===== src/rtl/gpio_in_filter_pkg.sv =====
// gpio_in_filter shared types: register offsets and bus decode.
// Offsets are the same ones the gpio peripheral uses.
package gpio_in_filter_pkg;

  localparam logic [7:0] ADDR_LIMIT = 8'h00;
  localparam logic [7:0] ADDR_STATE = 8'h04;
  localparam logic [7:0] ADDR_RAW   = 8'h08;
  localparam logic [7:0] ADDR_RISE  = 8'h0C;
  localparam logic [7:0] ADDR_FALL  = 8'h10;
  localparam logic [7:0] ADDR_PEND  = 8'h14;

  typedef enum logic [2:0] {
    REG_LIMIT,
    REG_STATE,
    REG_RAW,
    REG_RISE,
    REG_FALL,
    REG_PEND,
    REG_NONE
  } reg_sel_e;

  function automatic reg_sel_e decode(
    input logic [7:0] a
  );
    reg_sel_e r;
    unique case (1'b1)
      (a == ADDR_LIMIT): r = REG_LIMIT;
      (a == ADDR_STATE): r = REG_STATE;
      (a == ADDR_RAW):   r = REG_RAW;
      (a == ADDR_RISE):  r = REG_RISE;
      (a == ADDR_FALL):  r = REG_FALL;
      (a == ADDR_PEND):  r = REG_PEND;
      default:           r = REG_NONE;
    endcase
    return r;
  endfunction

endpackage


===== src/rtl/gpio_in_filter_if.sv =====
// Peripheral bus: address, write_data, we, re (master drives),
// read_data (slave drives, combinational).
interface gpio_in_filter_if;
  logic [7:0]  address;
  logic [31:0] write_data;
  logic [31:0] read_data;
  logic        we;
  logic        re;

  modport master (
    output address, write_data, we, re,
    input  read_data
  );

  modport slave (
    input  address, write_data, we, re,
    output read_data
  );
endinterface


===== src/rtl/gpio_debounce_cell.sv =====
// One pin's debounce counter and clean flop.
// Ports: clk, rst_n, sync (synced pin), limit, clean, clean_nxt.
module gpio_debounce_cell #(
  parameter int CNT_W = 16
) (
  input  logic             clk,
  input  logic             rst_n,
  input  logic             sync,
  input  logic [CNT_W-1:0] limit,
  output logic             clean,
  output logic             clean_nxt
);

  logic [CNT_W-1:0] cnt;
  logic [CNT_W-1:0] cnt_nxt;

  // >= lets a lowered limit fire at once and keeps cnt <= limit
  always_comb begin
    clean_nxt = clean;
    cnt_nxt   = cnt + 1'b1;
    if (sync == clean) begin
      cnt_nxt = '0;
    end else if (cnt >= limit) begin
      clean_nxt = sync;
      cnt_nxt   = '0;
    end
  end

  always_ff @(posedge clk or negedge rst_n) begin
    if (!rst_n) begin
      clean <= 1'b0;
      cnt   <= '0;
    end else begin
      clean <= clean_nxt;
      cnt   <= cnt_nxt;
    end
  end

endmodule


===== src/rtl/gpio_in_filter.sv =====
// GPIO input conditioning: 2-flop sync, optional per-pin debounce
// (GPIO_IN_FILTER_DEBOUNCE_EN), edge capture into W1C PENDING, irq.
// Ports: clk, rst_n, bus (slave), pins_async, pins_clean, irq.
module gpio_in_filter
  import gpio_in_filter_pkg::*;
#(
  parameter int N_PINS = 8,
  parameter int CNT_W  = 16,
  parameter logic [CNT_W-1:0] DEFAULT_LIMIT = CNT_W'(1000)
) (
  input  logic              clk,
  input  logic              rst_n,
  gpio_in_filter_if.slave   bus,
  input  logic [N_PINS-1:0] pins_async,
  output logic [N_PINS-1:0] pins_clean,
  output logic              irq
);

  reg_sel_e sel;

  logic [N_PINS-1:0] sync1;
  logic [N_PINS-1:0] sync2;
  logic [N_PINS-1:0] clean;
  logic [N_PINS-1:0] clean_nxt;
  logic [N_PINS-1:0] rise_en;
  logic [N_PINS-1:0] fall_en;
  logic [N_PINS-1:0] pending;
  logic [N_PINS-1:0] set;
  logic [N_PINS-1:0] clr;
  logic [N_PINS-1:0] wr_pins;

  logic unused_ok;
  assign unused_ok = ^{1'b0, bus.re, bus.write_data};

  assign sel     = decode(bus.address);
  assign wr_pins = bus.write_data[N_PINS-1:0];

  always_ff @(posedge clk or negedge rst_n) begin
    if (!rst_n) begin
      sync1 <= '0;
      sync2 <= '0;
    end else begin
      sync1 <= pins_async;
      sync2 <= sync1;
    end
  end

`ifdef GPIO_IN_FILTER_DEBOUNCE_EN
  logic [CNT_W-1:0] limit;

  always_ff @(posedge clk or negedge rst_n) begin
    if (!rst_n) begin
      limit <= DEFAULT_LIMIT;
    end else if (bus.we && sel == REG_LIMIT) begin
      limit <= bus.write_data[CNT_W-1:0];
    end
  end

  for (genvar i = 0; i < N_PINS; i++) begin : g_cell
    gpio_debounce_cell #(
      .CNT_W (CNT_W)
    ) u_cell (
      .clk       (clk),
      .rst_n     (rst_n),
      .sync      (sync2[i]),
      .limit     (limit),
      .clean     (clean[i]),
      .clean_nxt (clean_nxt[i])
    );
  end
`else
  assign clean_nxt = sync2;

  always_ff @(posedge clk or negedge rst_n) begin
    if (!rst_n) begin
      clean <= '0;
    end else begin
      clean <= clean_nxt;
    end
  end
`endif

  // edges seen on clean_nxt so PENDING sets with pins_clean
  assign set = (clean_nxt & ~clean & rise_en)
             | (~clean_nxt & clean & fall_en);

  assign clr = (bus.we && sel == REG_PEND) ? wr_pins : '0;

  always_ff @(posedge clk or negedge rst_n) begin
    if (!rst_n) begin
      rise_en <= '0;
      fall_en <= '0;
      pending <= '0;
    end else begin
      if (bus.we && sel == REG_RISE) rise_en <= wr_pins;
      if (bus.we && sel == REG_FALL) fall_en <= wr_pins;
      // set wins over a same-cycle clear
      pending <= (pending & ~clr) | set;
    end
  end

  always_comb begin
    bus.read_data = '0;
    case (sel)
`ifdef GPIO_IN_FILTER_DEBOUNCE_EN
      REG_LIMIT: bus.read_data[CNT_W-1:0] = limit;
`endif
      REG_STATE: bus.read_data[N_PINS-1:0] = clean;
      REG_RAW:   bus.read_data[N_PINS-1:0] = sync2;
      REG_RISE:  bus.read_data[N_PINS-1:0] = rise_en;
      REG_FALL:  bus.read_data[N_PINS-1:0] = fall_en;
      REG_PEND:  bus.read_data[N_PINS-1:0] = pending;
      default:   bus.read_data = '0;
    endcase
  end

  assign pins_clean = clean;
  assign irq        = |pending;

endmodule

===== src/flat_wrapper.sv =====
// flat-port wrapper written by rule: the top's interface ports become plain ports
module gpio_in_filter_flat import gpio_in_filter_pkg::*;
#(
  parameter int N_PINS = 8,
  parameter int CNT_W  = 16,
  parameter logic [CNT_W-1:0] DEFAULT_LIMIT = CNT_W'(1000)
)
  (clk, rst_n, pins_async, pins_clean, irq, bus_address, bus_write_data, bus_we, bus_re, bus_read_data);
  gpio_in_filter_if bus_i ();
  input  logic clk;
  input  logic rst_n;
  input  logic [N_PINS-1:0] pins_async;
  output logic [N_PINS-1:0] pins_clean;
  output logic irq;
  input wire logic [$bits(bus_i.address)-1:0] bus_address;
  input wire logic [$bits(bus_i.write_data)-1:0] bus_write_data;
  input wire logic [$bits(bus_i.we)-1:0] bus_we;
  input wire logic [$bits(bus_i.re)-1:0] bus_re;
  output wire logic [$bits(bus_i.read_data)-1:0] bus_read_data;
  assign bus_i.address = bus_address;
  assign bus_i.write_data = bus_write_data;
  assign bus_i.we = bus_we;
  assign bus_i.re = bus_re;
  assign bus_read_data = bus_i.read_data;
  gpio_in_filter #(.N_PINS(N_PINS), .CNT_W(CNT_W), .DEFAULT_LIMIT(DEFAULT_LIMIT)) u_core (.clk(clk), .rst_n(rst_n), .bus(bus_i), .pins_async(pins_async), .pins_clean(pins_clean), .irq(irq));
endmodule

===== config.mk =====
export PLATFORM = sky130hd
export DESIGN_NAME = gpio_in_filter_flat
export DESIGN_NICKNAME = d
export VERILOG_FILES = /design/src/rtl/gpio_in_filter_pkg.sv /design/src/rtl/gpio_in_filter_if.sv /design/src/rtl/gpio_debounce_cell.sv /design/src/rtl/gpio_in_filter.sv /design/src/flat_wrapper.sv
export SDC_FILE = /design/constraint.sdc
export NUM_CORES = 1
export LEC_CHECK = 0
export BUFFER_PORTS_ARGS = -buffer_cell sky130_fd_sc_hd__buf_2
export CAP_MARGIN = 20
export CORE_AREA = 2 2 73 103
export CTS_BUF_LIST = sky130_fd_sc_hd__clkbuf_4 sky130_fd_sc_hd__clkbuf_8 sky130_fd_sc_hd__clkbuf_16
export CTS_CLUSTER_DIAMETER = 40
export DETAILED_ROUTE_END_ITERATION = 6
export DIE_AREA = 0 0 75 105
export MAX_ROUTING_LAYER = met4
export SYNTH_ARGS = -nofsm -noshare
export SYNTH_HDL_FRONTEND = slang
export SYNTH_SLANG_ARGS = --single-unit

===== constraint.sdc =====
create_clock -name clk -period 5.05 [get_ports clk]
set_input_delay 0.505 -clock clk [delete_from_list [all_inputs] [get_ports clk]]
set_output_delay 0.505 -clock clk [all_outputs]
set_load 0.05 [all_outputs]

==> flow_summary.ini <==
[run_status]
status = finished, final reports clean

[place]
place.gp.congestion = 0.810
dp_cells = 352
port_buffers = 43
post-dp-hpwl_um = 3750

[clock_tree]
cts_resized = 0
numCtsBuffers = 5
clk_latency_ns = 0.30
clkTransAtPathRegs_ns = 0.08
cts_tree = done
postCtsHoldBufs = 0
clock_path_buffers = 2
postCtsSetupRepairBufs = 0
h-tree-depth = 2
cts.sinks = 48
cts-root-buf = clkbuf_8

[sta]
period_minus_slack_ns = 3.79
hold_viol_final = 0
post-route-period-util = 0.751
drv_slew = 0
rsz0062_at_grt = no
tightest_slew_ns = 0.710
clock_skew_ns = 0.00894
timing.fmax_mhz = 264
setup_tns_ns = 0
max-slew-margin-rel = 0.520
setup_viol = 0
whs_ns = 0.0859

[synthesis]
synth_edf_count = 0
synth_top_area_frac = 0.501
synth_area_leaders = dfrtp_1 50%, buf_4 7.5%, mux2_2 7.5%
yosysMostFrequentCell = dfrtp_1
yosys.area.top_type = dfrtp_1
avgSynthCellArea_um2 = 10.9
synthArstFlopShare = 1.00
yosysSeqAreaShare = 0.501
ys_types = 32
ys_warn_count = 0
syn_inst = 219
synth_flop_cell = dfrtp_1
netlist_area_um2 = 2400
synth-seq-cells = 48
synthTopCellsByCount = 48 x dfrtp_1, 24 x buf_4, 20 x o21ai_0

[finish]
final_cell_count_no_fill = 361
layout.nets = 318
fill_cells = 687
area.growth.synth_to_final_pct = 14.3
num_antenna_cells = 0
layout-drive-gt1-share = 0.286

[global_route]
antenna_found_initial = 0
track_usage = 0.144
grt.overflow.total = 0
grt_pass1_wl_um = 8340
grt_max_degree = 49
grt_pass1_vias = 1666

[power]
ir_worst_vdd_mv = 0.182
p_leak_nw = 1.33
p_per_area_nw_per_um2 = 270

[floorplanning]
die_area_um2 = 7880
coreArea_um2 = 6890
io_pins = 93
num_rows = 36
fp.dieW_um = 75
die_height_um = 105
initial_core_util = 0.348

[setup_path]
worstPathMaxFanout = 4
timing.rr.end = u_core.fall_en[1]
critPathLaunchType = input port
worst_setup_path_end_kind = output port
r2r_cells = 1
regToRegSetupSlack_ns = 4.26
path_class = input port to output port
r2r_start = u_core.fall_en[1]
critPathRequiredTime_ns = 4.55
critical_path_arrival_ns = 3.29

[route]
drt.antenna.violating_nets = 0
viasPerCell = 4.74
num_vias = 1710
dr.pass1.iters = 4
wl_per_cell_um = 14.4
drt_iter0_drc = 75
drt_wl_total_um = 5190
drc = 0

[flow_run]
cap_viol_max_count = 0

[hold_path]
min_path_type = input port to asynchronous set/reset pin
## stage by stage
stage / cell area, um^2 / power, mW / util / worst slack [ns]
2_1_floorplan: 2480 / 0.488 / - / 1.30
3_3_place_gp: 2620 / 0.503 / 0.380 / 1.22
3_5_place_dp: 2620 / 0.504 / 0.380 / 1.21
4_1_cts: 2720 / 0.746 / 0.394 / 1.22
5_1_grt: 2740 / 0.773 / 0.397 / 1.11
6_report: 2740 / 0.739 / 0.397 / 1.26
## how the worst max path moves through the flow
stage,startpoint,to,slack (ns),cells after the start
5_1_grt,bus_address[5],bus_read_data[0],1.11,10
3_5_place_dp,bus_address[5],bus_read_data[5],1.21,10
4_1_cts,bus_address[5],bus_read_data[5],1.22,10
2_1_floorplan,bus_address[5],bus_read_data[4],1.30,7
3_3_place_gp,bus_address[5],bus_read_data[5],1.22,10
6_report,bus_address[5],bus_read_data[7],1.26,10
## critical path, cell delays in order
cell	delay, ns
buf_2	0.10
or3_4	0.42
or3_1	0.40
ha_1	0.26
nor4bb_1	0.65
buf_4	0.25
a21o_1	0.11
a32oi_1	0.10
a21oi_1	0.19
buf_2	0.29
## cell usage in the layout, fill, tap and decap left out, types with 3 or more instances in the layout
cell type  netlist  routed
a21boi_0         6       6
a21o_1           6       6
a21oi_1          7       7
a32oi_1          6       6
and3_1           7       7
buf_2            1      43
clkbuf_8         0       6
conb_1           1      24
dfrtp_1         48      48
inv_1           16      16
mux2_2          16      16
mux2i_1          4       4
nand2_1         11      11
nand2b_1         3       3
nand3b_1         8       8
nor4_1           3       3
o211ai_1        10      10
o21ai_0         20      20
or3_1            3       3
## metal layers
layer / track usage / share of wire
met4: 0.0497 / 0.016
met3: 0.0241 / 0.048
met2: 0.232 / 0.52
met5: - / 0
met1: 0.179 / 0.41
## layout make-up
cell class / count / area [um^2] / area share
clock buffers: 8 / 97.6 / 0.0356
flip-flops and latches: 48 / 1200 / 0.439
inverters: 16 / 60.1 / 0.0219
well taps: 95 / 119 / 0.0434
multi-input cells: 148 / 1010 / 0.369
repair buffers: 46 / 250 / 0.0914
## logic make-up after synthesis
| logic type | share of synthesized area |
|---|---|
| other | 0.00157 |
| adders and majority gates | 0.00522 |
| AOI/OAI and AO/OA | 0.147 |
| and+or+nand+nor | 0.139 |
| buffers and inverters | 0.113 |
| muxes | 0.0919 |
| DFF | 0.501 |
## where the power goes
part,total [mW],internal [mW],switching (mW)
Clock,0.241,0.123,0.119
Combinational,0.0964,0.0196,0.0769
Sequential,0.402,0.394,0.00777
Total,0.739,0.536,0.203
## state kept, by name (all words and copies together) (netlist names)
signal	cells
u_core.clean_nxt	8
u_core.fall_en	8
u_core.pending	8
u_core.pins_clean	8
u_core.rise_en	8
u_core.sync1	8
No activity file was read; power rests on OpenSTA's default activity.
